### src/rtl/result_checker_param.sv
// result_checker_param: bus-monitoring self-check with loadable answers, timeout and progress count.
// Optional FIRST_FAIL_EN adds capture of the first mismatching index and data.
module result_checker_param #(
  parameter int ADDR_W = 30,
  parameter int DATA_W = 32,
  parameter int CHECK_NUM = 3,
  parameter int IDX_W = 2,
  parameter logic [ADDR_W-1:0] TEST_PORT = 'hFF,
  parameter logic [DATA_W-1:0] BEGIN_SYM = 'h168,
  parameter int ERR_W = 8,
  parameter int DUR_W = 16,
  parameter logic [DUR_W-1:0] TIMEOUT = 16'hFFFF
) (
  input  logic              clk,
  input  logic              rst,
  input  logic [ADDR_W-1:0] addr,
  input  logic [DATA_W-1:0] data,
  input  logic              wen,
  input  logic              ans_we,
  input  logic [IDX_W-1:0]  ans_idx,
  input  logic [DATA_W-1:0] ans_data,
  output logic [ERR_W-1:0]  error_num,
  output logic [DUR_W-1:0]  duration,
  output logic [IDX_W-1:0]  checked_cnt,
  output logic              finish,
  output logic              timeout
`ifdef FIRST_FAIL_EN
  ,
  output logic              first_fail_vld,
  output logic [IDX_W-1:0]  first_fail_idx,
  output logic [DATA_W-1:0] first_fail_data
`endif
);
  typedef enum logic [1:0] {IDLE, CHECK, REPORT} state_t;
  localparam logic [IDX_W-1:0] LAST = IDX_W'(CHECK_NUM);
  state_t state_q, state_d;
  logic wen_q;
  logic [ERR_W-1:0] err_q, err_d;
  logic [DUR_W-1:0] dur_q, dur_d;
  logic [IDX_W-1:0] cnt_q, cnt_d;
  logic to_q, to_d;
  logic [DATA_W-1:0] ans_q [2**IDX_W];
  logic acc, start, cmp, miss;
`ifdef FIRST_FAIL_EN
  logic ffv_q, ffv_d;
  logic [IDX_W-1:0] ffi_q, ffi_d;
  logic [DATA_W-1:0] ffd_q, ffd_d;
  assign first_fail_vld = ffv_q;
  assign first_fail_idx = ffi_q;
  assign first_fail_data = ffd_q;
`endif
  // Rising edge of wen only, so a write held across a stall counts once
  assign acc = wen & ~wen_q & (addr == TEST_PORT);
  assign start = acc & (state_q == IDLE) & (data == BEGIN_SYM);
  assign cmp = acc & (state_q == CHECK) & (cnt_q != LAST);
  assign miss = cmp & (data != ans_q[cnt_q]);
  assign error_num = err_q;
  assign duration = dur_q;
  assign checked_cnt = cnt_q;
  assign finish = state_q == REPORT;
  assign timeout = to_q;
  always_comb begin
    state_d = state_q;
    err_d = start ? '0 : miss ? (&err_q ? err_q : err_q + 1'b1) : err_q;
    cnt_d = start ? '0 : cmp ? cnt_q + 1'b1 : cnt_q;
    dur_d = start ? '0 : dur_q;
    to_d = to_q;
    if (start) state_d = CHECK;
    if (state_q == CHECK) begin
      if (cnt_q == LAST) state_d = REPORT;
      else if (dur_q == TIMEOUT - 1'b1) begin
        state_d = REPORT;
        to_d = 1'b1;
      end else dur_d = dur_q + 1'b1;
    end
  end
`ifdef FIRST_FAIL_EN
  always_comb begin
    ffv_d = start ? 1'b0 : (ffv_q | miss);
    ffi_d = start ? '0 : (miss & ~ffv_q) ? cnt_q : ffi_q;
    ffd_d = start ? '0 : (miss & ~ffv_q) ? data : ffd_q;
  end
  always_ff @(posedge clk or posedge rst)
    if (rst) begin
      ffv_q <= 1'b0;
      ffi_q <= '0;
      ffd_q <= '0;
    end else begin
      ffv_q <= ffv_d;
      ffi_q <= ffi_d;
      ffd_q <= ffd_d;
    end
`endif
  always_ff @(posedge clk or posedge rst)
    if (rst) begin
      state_q <= IDLE;
      wen_q <= 1'b0;
      err_q <= '1;
      dur_q <= '0;
      cnt_q <= '0;
      to_q <= 1'b0;
    end else begin
      state_q <= state_d;
      wen_q <= wen;
      err_q <= err_d;
      dur_q <= dur_d;
      cnt_q <= cnt_d;
      to_q <= to_d;
    end
  // Answer table survives reset so a rerun needs no reload
  always_ff @(posedge clk)
    if (ans_we && ans_idx < LAST) ans_q[ans_idx] <= ans_data;
endmodule

### config.mk
export PLATFORM = sky130hd
export DESIGN_NAME = result_checker_param
export DESIGN_NICKNAME = d
export VERILOG_FILES = /design/src/rtl/result_checker_param.sv
export SDC_FILE = /design/constraint.sdc
export NUM_CORES = 1
export LEC_CHECK = 0
export ABC_AREA = 1
export CAP_MARGIN = 15
export CORE_ASPECT_RATIO = 0.9
export CORE_MARGIN = 3
export CORE_UTILIZATION = 50
export DETAILED_ROUTE_END_ITERATION = 8
export PLACE_DENSITY = 0.76
export SYNTH_ARGS = -nofsm -noshare
export SYNTH_HDL_FRONTEND = slang
export SYNTH_SLANG_ARGS = --single-unit
### constraint.sdc
create_clock -name clk -period 5.45 [get_ports clk]
set_input_delay 1.09 -clock clk [delete_from_list [all_inputs] [get_ports clk]]
set_output_delay 1.09 -clock clk [all_outputs]
set_load 0.005 [all_outputs]
### Yosys cells after proc, flatten, opt, wreduce, memory -nomap -nowiden

Memory sizes are Yosys's and may differ from the RTL's.
Index checks and enable logic that the tools add are counted.

* flip-flop bits (word level): 30
* bits of input ports: 100
* memory bits (writable): 128
* output and inout bits: 28
* memories: 1

Memory list
* ans_q: words 4, bits a word 32, rd ports 1, clocked after memory_dff 0, write ports 1, RTL line 42 `logic [DATA_W-1:0] ans_q [2**IDX_W];`

* $lt $le $gt $ge: 1
* bitwise logic cells: 9
* reduce and logical (&&, ||, !) cells: 7
* equal/unequal tests: 9
* $add $sub $neg: 3
* mux-type cells: 15

Operators with widths (number)
* 16-bit 2-to-1 mux: 4
* 32-bit by 9-bit equality test with 1-bit output (second input constant): 1
* 32-bit inequality test: 1
* 30-bit by 8-bit equality test with 1-bit output (second input constant): 1
* 8-bit 2-to-1 mux: 3
* 16-bit by 1-bit adder with 16-bit output (second input constant): 1
* 16-bit equality test (second input constant): 1
* 2-bit 2-to-1 mux: 6
* 8-bit by 1-bit adder with 8-bit output (second input constant): 1
* 8-bit AND reduction: 1
* 1-bit bitwise AND: 7
* 2-bit equality test (second input constant): 2
* 2-bit inequality test (second input constant): 2
* 2-bit nonzero test: 2
* 3-bit AND reduction: 1
* 2-bit by 1-bit adder with 2-bit output (second input constant): 1
* 2-bit by 1-bit equality test with 1-bit output (second input constant): 1
* 2-bit zero test: 1
* 2-bit < comparator (second input constant): 1
* 1-bit 2-to-1 mux: 2
* 1-bit inverter: 2
* 2-bit AND reduction: 1
* 1-bit logical AND: 1

### Longest topological paths before layout

Gate-level depths: netlist of run 1.

* depth after elaboration: 9
* gate-level depth with buffers: 18

### Worst setup path before layout of run 1

No wires, ideal clock.

* path type: input-to-reg
* from: in ans_idx[1]
* to: mem ans_q[0][0], enable pin
* slack: 1.619 ns
* stages on the path: 1
* setup time: 0.461 ns
* arrival time: 3.370 ns
* required time: 4.989 ns
* cells stage by stage: nor3_1

* longest elaborated chain between the ends: 4

Ends and longest elaborated chain
* from (decl): RTL line 20 `input logic [IDX_W-1:0] ans_idx,`
* 2-bit < comparator: RTL line 112 `if (ans_we && ans_idx < LAST) ans_q[ans_idx] <= ans_data;`
* 1-bit logical AND: RTL line 112
* 1-bit 2-to-1 mux: RTL line 112
* 1-bit 2-to-1 mux (implied by the code): RTL line 112
* to (decl): RTL line 42

Several ways; a longest one is shown, not always the timed one.

### Worst setup path after layout of run 1

* from: reg cnt_q[0], in the netlist checked_cnt[0]
* to: reg err_q[0], in the netlist error_num[0]

* longest elaborated chain between the ends: 5
* elaborated cells between the ends (all ways): 7

Ends and longest elaborated chain
* from (decl): RTL line 40 `logic [IDX_W-1:0] cnt_q, cnt_d;`
* from (signal assigned): RTL line 107 `cnt_q <= cnt_d;`
* memory read 4 x 32 bit / 2-bit inequality test (equally long branches)
* 32-bit inequality test / 1-bit bitwise AND (equally long branches): RTL line 56, 55
* 1-bit bitwise AND (*): RTL line 56 `assign miss = cmp & (data != ans_q[cnt_q]);`
* 2-bit nonzero test (no line) (*)
* 2-bit AND reduction (no line) (*)
* to (signal assigned): RTL line 105 `err_q <= err_d;`
* to (decl): RTL line 38 `logic [ERR_W-1:0] err_q, err_d;`

Every way passes the cells marked *; elsewhere a longest branch is shown, timed or not.
A chain may end at the register's enable or synchronous reset.

==> results of run 1 <==
-- registers in the layout, summed over array words and instances, names as in the netlist --
name,cells
ans_q,128
checked_cnt,2
duration,16
error_num,8
state_q,2
timeout,1
wen_q,1
-- per-stage QoR --
stage                     utilization, %  instances
after floorplan                        -        837
after global placement              62.7       1136
after detailed placement            62.7       1136
after CTS                           66.6       1168
after global routing                66.7       1169
final                               66.7       1169
-- power by group --
part / internal, mW / switching, mW / total, mW / leakage, nW
combinational: 0.0986 / 0.100 / 0.199 / 2.38
clock: 0.664 / 0.451 / 1.12 / 0.253
sequential: 1.37 / 0.0126 / 1.38 / 1.53
total: 2.13 / 0.564 / 2.70 / 4.16
-- synth_stat cells --
cell type,instances
nor4_1,8
clkbuf_1,1
dfrtp_1,22
inv_2,2
conb_1,1
xnor2_1,1
nor2_1,41
nand3_1,120
a21oi_1,7
nor3_1,10
mux2i_1,2
and2_1,1
dfstp_2,8
a31oi_1,1
o211a_1,1
a211oi_1,2
edfxtp_1,128
inv_1,95
o21ai_0,9
nand2_1,277
nor3b_1,1
o21bai_1,1
nor3_2,1
xor2_1,1
buf_6,10
and2_0,1
and3_1,1
buf_4,4
nand4_1,34
buf_2,11
ha_1,4
-- area by class of cell --
type | count | area (um2)
clock buffers | 19 | 433
multi-input cells | 556 | 2490
clock inverters | 13 | 124
fillers | 1154 | 4780
inverters | 97 | 364
repair buffers | 133 | 1330
well taps | 193 | 241
flip-flops and latches | 158 | 4610
-- worst max-delay path, stage by stage, from the launching register on --
cell and delay (ps):
dfrtp_2 330, buf_4 580, inv_2 330, buf_12 290, nand2_1 90, nand3_1 90, nand2_1 130, nand2_1 70
nand2_1 80, nand2_1 50, nor2_1 130, nand2_1 90, nor2_1 140, nand2_1 300, nand2_1 230, nand2_1 70
nand2_1 60, nor2_1 50
-- worst paths after layout --
check	from	end	slack, ps	cells after the start
min in group asynchronous	rst	duration[4]$_DFF_PP0_	1050	3
min reg2reg	duration[4]$_DFF_PP0_	duration[4]$_DFF_PP0_	530	1
max in group asynchronous	rst	error_num[7]$_DFFE_PP1P_	4090	3
max	checked_cnt[0]$_DFFE_PP0P_	error_num[0]$_DFFE_PP1P_	2230	17
min	duration[4]$_DFF_PP0_	duration[4]$_DFF_PP0_	530	1
max reg2reg	checked_cnt[0]$_DFFE_PP0P_	error_num[0]$_DFFE_PP1P_	2230	17
-- placed cells by master, fill, tap and decap left out, drive strengths merged, types with 2 or more instances in the layout --
cell and n:
a211oi 2, a21oi 7, and2 2, buf 6
bufinv 2, clkbuf 19, clkdlybuf4s50 127, clkinv 5
clkinvlp 6, conb 32, dfrtp 22, dfstp 8
edfxtp 128, ha 4, inv 97, mux2i 2
nand2 277, nand3 120, nand4 34, nor2 41
nor3 11, nor4 8, o21ai 9
-- cell families after synthesis --
| kind of cell | share of synthesized area (%) |
|---|---|
| XOR/XNOR | 0.233 |
| AO/OA/AOI/OAI | 1.58 |
| AND/OR/NAND/NOR | 28.5 |
| flip-flops | 61.2 |
| adder cells (fa/ha/maj) | 0.665 |
| other | 0.0498 |
| buffers and inverters | 7.52 |
| multiplexers | 0.266 |
-- routing by layer --
metal	routed length [um]	GRT usage (%)	share of wire (%)
met1	7300	27.0	42
met2	8600	36.9	49
met3	1350	6.27	7.7
met5	27	0	0.15
met4	235	6.55	1.3
==> impl_metrics.json, run 1 <==
{
  "status": "completed",
  "postSynthAreaPerCell_um2": 9.33,
  "start_util_pct": 52.4,
  "synth_area_leaders": "edfxtp_1 51%, nand2_1 14%, nand3_1 8.0%",
  "end_kind": "flop",
  "drt_iter0_markers": 413,
  "cts_root_buf": "clkbuf_16",
  "synth_cell_types": 31,
  "cp-start-kind": "flop",
  "syn_to_final_growth_pct": 27.4,
  "placed_area_um2": 9010,
  "first_global_vias": 5593,
  "gp_congestion": 0.841,
  "drtPass1Iterations": 5,
  "arrival_ps": 3580,
  "cts_buffers": 17,
  "clk_latency_ps": 420,
  "layout_setup_ws_ps": 2230,
  "rsz0062_at_grt": "no",
  "finalInstanceArea_um2": 9580,
  "grt-ovfl-total": 0,
  "path_class": "reg -> reg",
  "min_period_over_period_pct": 59.2,
  "p_leak_nw": 4.16,
  "layout_min_cycle_time_ps": 3220,
  "synth.top_cell.area_share_pct": 51.1,
  "ys_warn_count": 0,
  "ys_seq_elements": 158,
  "core_um2": 14400,
  "holdCritPathClass": "reg -> reg",
  "tritoncts": "built",
  "clock.fmax_ghz": 0.310,
  "yosys.area.top_type": "edfxtp_1",
  "cp_max_fo": 67,
  "cp.required_ps": 5800,
  "vdd_drop_max_mv": 0.297,
  "die_h_um": 122,
  "gr-usage-all-layers_pct": 21.6,
  "diodes": 0,
  "cts.clk_slew.worst_paths_ps": 60,
  "wl_um": 17500,
  "post_cts_buffers": 0,
  "fin_nets": 1067,
  "p_per_area_nw_per_um2": 281,
  "antenna_found_initial": 2,
  "dieArea_um2": 16600,
  "routedWlPerCell_um": 15.0,
  "routed-via-count": 5973,
  "post-place-ws_ps": 1840,
  "dp_hpwl_um": 11700,
  "ios": 128,
  "rows": 41,
  "grt_max_degree": 68,
  "max-cap-violations": 0,
  "portBuffers": 127,
  "ctsHoldBuffers": 0,
  "drc_errors": 0,
  "netlist_instances": 806,
  "grt_pass1_wl_um": 27500,
  "drive_gt1_share_pct": 4.92,
  "ys_seq_area_share_pct": 61.2,
  "synth_area_um2": 7520,
  "htree_num_levels": 4,
  "drv_slew": 0,
  "setup_violations": 0,
  "fin_tns_setup_ps": 0,
  "cts_sinks": 158,
  "cts_resized": 0,
  "whs_ps": 533,
  "worstMarginPinSlew_ps": 1050,
  "clockBufferDepth": 2,
  "hold_viol_final": 0,
  "via_per_inst": 5.11,
  "skew_ps": 6.45,
  "postRouteAntennaNets": 0,
  "slew_headroom_pct": 30.1,
  "fin_total_pwr_mw": 2.70,
  "die_x_um": 135
}
Note: power is estimated with default switching activity, not from simulation.
==> inputs of run 2 (changes only) <==
Clock period 5.45 ns to 3.06 ns, I/O delays scaled along.
==> impl_metrics.json, run 2 (synthesis gave the netlist of run 1 again) <==
{
  "worstMarginPinSlew_ps": 796,
  "via_per_inst": 5.05,
  "finish.utilization_pct": 67.6,
  "portBuffers": 127,
  "htree_num_levels": 4,
  "syn_to_final_growth_pct": 29.1,
  "die_x_um": 135,
  "final_cell_mix": "277 x nand2_1, 128 x edfxtp_1, 127 x clkdlybuf4s50_1, 120 x nand3_1, 95 x inv_1",
  "dp_hpwl_um": 11800,
  "rows": 41,
  "vdd_drop_max_mv": 0.527,
  "dieArea_um2": 16600,
  "routed-via-count": 5943,
  "critPathBufInv": 2,
  "drv_slew": 0,
  "drtPass1Iterations": 5,
  "fin_cells": 1176,
  "largest_reg_flops": 128,
  "slowest_delay_ps": 430,
  "min_to": "timeout$_DFFE_PP0P_",
  "drc_errors": 0,
  "drt_iter0_markers": 498,
  "layout_min_cycle_time_ps": 2530,
  "slowest_stage": "dfrtp_2",
  "grt_max_degree": 67,
  "skew_ps": 10.7,
  "worst_r2r_path_depth": 15,
  "regToRegEndpoint": "error_num[0]$_DFFE_PP1P_",
  "p_per_area_nw_per_um2": 505,
  "ios": 128,
  "cts_buffers": 17,
  "start_util_pct": 52.4,
  "cts_resized": 0,
  "cp_max_fo": 19,
  "r2r_start": "checked_cnt[0]$_DFFE_PP0P_",
  "setup_violations": 0,
  "hold_viol_final": 0,
  "first_global_vias": 5497,
  "crit_family": "simple AND/OR/NAND/NOR gates",
  "cts_sinks": 158,
  "postRouteAntennaNets": 0,
  "clockBufferDepth": 2,
  "ctsHoldBuffers": 0,
  "wl_um": 17200,
  "max-cap-violations": 0,
  "path_class": "reg -> reg",
  "ff2ff_setup_slack_ps": 530,
  "worstPathCellList": "inv_2, buf_4, nand2_1, nand3_1, nand3_1, nand2_1, nand2_1, nor2_1, nand2_1, nor2_1, nand2_1, nand2_1, nand2_1, nand2_1, nor2_1",
  "arrival_ps": 2890,
  "core_um2": 14400,
  "clock.fmax_ghz": 0.395,
  "min_path_cells": 1,
  "end_kind": "flop",
  "routedWlPerCell_um": 14.6,
  "cp-start-kind": "flop",
  "holdCritPathClass": "reg -> reg",
  "die_h_um": 122,
  "gr-usage-all-layers_pct": 21.6,
  "clk_latency_ps": 420,
  "min_from": "timeout$_DFFE_PP0P_",
  "cts_root_buf": "clkbuf_16",
  "grt_pass1_wl_um": 27400,
  "rsz0062_at_grt": "no",
  "final_common_cell": "nand2_1",
  "crit_path_frequent_cell": "nand2_1",
  "gp_congestion": 0.868,
  "drive_gt1_share_pct": 5.60,
  "grt-ovfl-total": 0,
  "slew_headroom_pct": 46.9,
  "antenna_found_initial": 2,
  "p_leak_nw": 4.24,
  "dp.cells": 1144,
  "status": "completed",
  "top_register": "ans_q",
  "tritoncts": "built",
  "fin_nets": 1074,
  "min_period_over_period_pct": 82.8,
  "fin_tns_setup_ps": 0,
  "post_cts_buffers": 0,
  "cts.clk_slew.worst_paths_ps": 60,
  "cp.required_ps": 3420
}
run 2: cell types whose count changed in the layout (fill, tap and decap cells not counted), moves of 2 or more:
cell / change
nor3_2: -2
clkinv_4: +2
clkinvlp_4: -4
clkinv_1: -2
buf_4: +4
buf_12: +3
nor3_4: +2
run 2: cell type report:
type                    count  area [um2]
flip-flops and latches    158        4610
clock inverters            11         143
diodes                      1        2.50
fillers                  1156        4650
inverters                  97         364
repair buffers            140        1420
multi-input cells         556        2500
clock buffers              20         437
well taps                 193         241
run 2: worst max path at each step:
stage	slack [ps]	to	startpoint	cells past startpoint
6_report	530	error_num[0]$_DFFE_PP1P_	checked_cnt[0]$_DFFE_PP0P_	15
2_1_floorplan	550	ans_q[1][0]$_DFFE_PP_	ans_idx[1]	3
3_3_place_gp	450	error_num[1]$_DFFE_PP1P_	addr[5]	10
3_5_place_dp	360	error_num[0]$_DFFE_PP1P_	addr[5]	10
4_1_cts	560	error_num[1]$_DFFE_PP1P_	checked_cnt[0]$_DFFE_PP0P_	15
5_1_grt	300	error_num[0]$_DFFE_PP1P_	checked_cnt[0]$_DFFE_PP0P_	14
run 2: routing by layer:
| metal | track usage [%] | vias up | routed length, um | share of wire, % |
|---|---|---|---|---|
| met5 | 0 | - | 11 | 0.064 |
| met4 | 7.30 | 2 | 342 | 2.0 |
| met3 | 5.33 | 29 | 1480 | 8.6 |
| met2 | 35.0 | 212 | 8010 | 47 |
| met1 | 28.9 | 2698 | 7310 | 43 |
| li1 | - | 3002 | - | - |
run 2: report_power, final:
part	leakage [nW]	internal (mW)	switching, mW
registers	1.53	2.44	0.0213
logic	2.44	0.180	0.181
clock network	0.278	1.27	0.810
run 2: worst reg2reg max path, stage by stage, from the launching register on:
cell and delay [ps]:
dfrtp_2 430, inv_2 300, buf_4 270, nand2_1 80, nand3_1 90, nand3_1 70, nand2_1 80, nand2_1 50
nor2_1 230, nand2_1 90, nor2_1 100, nand2_1 270, nand2_1 230, nand2_1 70, nand2_1 60, nor2_1 40
run 2: stage by stage:
| step | worst slack, ps | instance area (um2) | total power, mW | hold WS [ps] |
|---|---|---|---|---|
| after global routing | 297 | 9710 | 5.07 | 520 |
| after detailed placement | 364 | 9130 | 2.86 | 492 |
| after floorplan | 548 | 7650 | 2.65 | 468 |
| after CTS | 561 | 9710 | 4.93 | 509 |
| final | 527 | 9710 | 4.90 | 502 |
| after global placement | 449 | 9130 | 2.85 | 493 |
==> inputs of run 3 (changes only) <==
Clock period 3.06 ns to 2.4 ns, I/O delays scaled along.
==> impl_metrics.json, run 3 (synthesis gave the netlist of run 1 again) <==
{
  "status": "completed",
  "layout_setup_ws_ps": 203,
  "comb_power_share_pct": 7.5,
  "rows": 41,
  "largest_reg_flops": 128,
  "p_per_area_nw_per_um2": 628,
  "ctsHoldBuffers": 0,
  "holdCritPathClass": "in -> async",
  "layout_min_cycle_time_ps": 2200,
  "skew_ps": 6.85,
  "slowest_delay_ps": 450,
  "worstPathCellList": "clkdlybuf4s50_1, inv_1, nand4_1, nor4_1, nand2_1, nor2_1, nand2_1, buf_12, inv_1, o21ai_0, nand2_1",
  "drive_gt1_share_pct": 6.25,
  "gr-usage-all-layers_pct": 22.2,
  "critPathBufInv": 4,
  "cts_buffers": 17,
  "max-cap-violations": 0,
  "via_per_inst": 5.12,
  "cts_resized": 0,
  "dieArea_um2": 16600,
  "htree_num_levels": 4,
  "clockBufferDepth": 2,
  "power_frac_seq_pct": 50.8,
  "final_cell_mix": "276 x nand2_1, 128 x edfxtp_1, 127 x clkdlybuf4s50_1, 120 x nand3_1, 95 x inv_1",
  "antenna_found_initial": 1,
  "cp_max_fo": 22,
  "cts.clk_slew.worst_paths_ps": 60,
  "syn_to_final_growth_pct": 30.6,
  "finish.utilization_pct": 68.4,
  "post_cts_buffers": 0,
  "routed-via-count": 6062,
  "start_util_pct": 52.4,
  "crit_family": "simple AND/OR/NAND/NOR gates",
  "portBuffers": 127,
  "fin_nets": 1085,
  "cp-start-kind": "input pin",
  "core_um2": 14400,
  "hold_viol_final": 0,
  "clkPwrFrac_pct": 41.6,
  "fillers": 1141,
  "cp.required_ps": 2760,
  "wl_um": 17500,
  "tritoncts": "built",
  "switching_power_mw": 1.24,
  "grt-ovfl-total": 0,
  "drc_errors": 0,
  "p_sw_share_pct": 20.2,
  "drt_iter0_markers": 409,
  "path_class": "in -> reg",
  "top_register": "ans_q",
  "internal_power_mw": 4.93,
  "cts_sinks": 158,
  "clock.fmax_ghz": 0.455,
  "setup_violations": 0,
  "grt_max_degree": 67,
  "first_global_vias": 5878,
  "final_common_cell": "nand2_1",
  "cts_root_buf": "clkbuf_16",
  "grt_pass1_wl_um": 28100,
  "slowest_stage": "clkdlybuf4s50_1",
  "crit_path_frequent_cell": "nand2_1",
  "min_period_over_period_pct": 91.6,
  "rsz0062_at_grt": "no",
  "dp.cells": 1155,
  "die_h_um": 122,
  "routedWlPerCell_um": 14.8,
  "fin_cells": 1185,
  "arrival_ps": 2560,
  "whs_ps": 442,
  "end_kind": "flop",
  "diodes": 0,
  "gp_congestion": 0.833,
  "ios": 128,
  "p_leak_nw": 4.30,
  "postRouteAntennaNets": 0,
  "drtPass1Iterations": 6,
  "die_x_um": 135,
  "clk_latency_ps": 420,
  "vdd_drop_max_mv": 0.547,
  "post-place-ws_ps": -195,
  "dp_hpwl_um": 12300,
  "drv_slew": 0
}
run 3: cell count changes in the layout (fill, tap and decap cells not counted), sizes merged:
cell / previous run / this run
inv: 98 / 97
clkinvlp: 2 / 1
clkbuf: 20 / 18
diode: 1 / 0
buf: 13 / 24
clkinv: 5 / 8
run 3: worst reg2reg max path: stages (launching register included):
cell,delay [ps]
dfrtp_1,460
buf_4,320
nand3_1,150
nand2_1,90
nand2_1,50
nand2_1,80
nand3_1,80
nor2_1,130
nand2_1,110
nor2_1,100
nand2_1,90
buf_4,190
nand4_1,80
nand2_1,60
nor2_1,90
run 3: power groups by stage:
stage               registers (mW)  clock network (mW)  logic [mW]
CTS                           3.14                2.61       0.466
global placement              3.19                   0       0.453
floorplan                     3.19                   0       0.196
detailed placement            3.19                   0       0.463
finish                        3.14                2.57       0.466
global route                  3.15                2.72       0.520
run 3: layout make-up:
cell class / instances / area, um2 / area share (%)
inverter: 97 / 367 / 3.73
tap: 193 / 241 / 2.46
clock buffer: 18 / 429 / 4.37
sequential: 158 / 4610 / 46.9
clock inverter: 12 / 128 / 1.30
timing repair buffer: 151 / 1550 / 15.8
multi-input combinational: 556 / 2500 / 25.5
run 3: path summary, 6_finish.rpt:
| kind | from | to | slack, ps | depth (start not counted) |
|---|---|---|---|---|
| worst max-delay path | data[17] | state_q[0]$_DFF_PP0_ | 200 | 11 |
| worst min-delay path | rst | duration[4]$_DFF_PP0_ | 440 | 3 |
| worst max register to register | checked_cnt[1]$_DFFE_PP0P_ | error_num[6]$_DFFE_PP1P_ | 260 | 14 |
| worst min register to register | timeout$_DFFE_PP0P_ | timeout$_DFFE_PP0P_ | 520 | 1 |
| max in group asynchronous | rst | error_num[6]$_DFFE_PP1P_ | 1640 | 3 |
| min in group clk | timeout$_DFFE_PP0P_ | timeout$_DFFE_PP0P_ | 520 | 1 |
run 3: stage by stage:
step / total power, mW / TNS [ps] / cell area, um2
2_1_floorplan: 3.38 / 0 / 7650
3_3_place_gp: 3.64 / -2300 / 9260
3_5_place_dp: 3.65 / -2500 / 9260
4_1_cts: 6.21 / 0 / 9820
5_1_grt: 6.39 / 0 / 9830
6_report: 6.17 / 0 / 9830
run 3: routing by layer:
layer	track usage (%)	wire length (um)
met3	6.80	1300
met4	7.87	289
met1	27.6	7350
met5	0	13
met2	36.9	8540
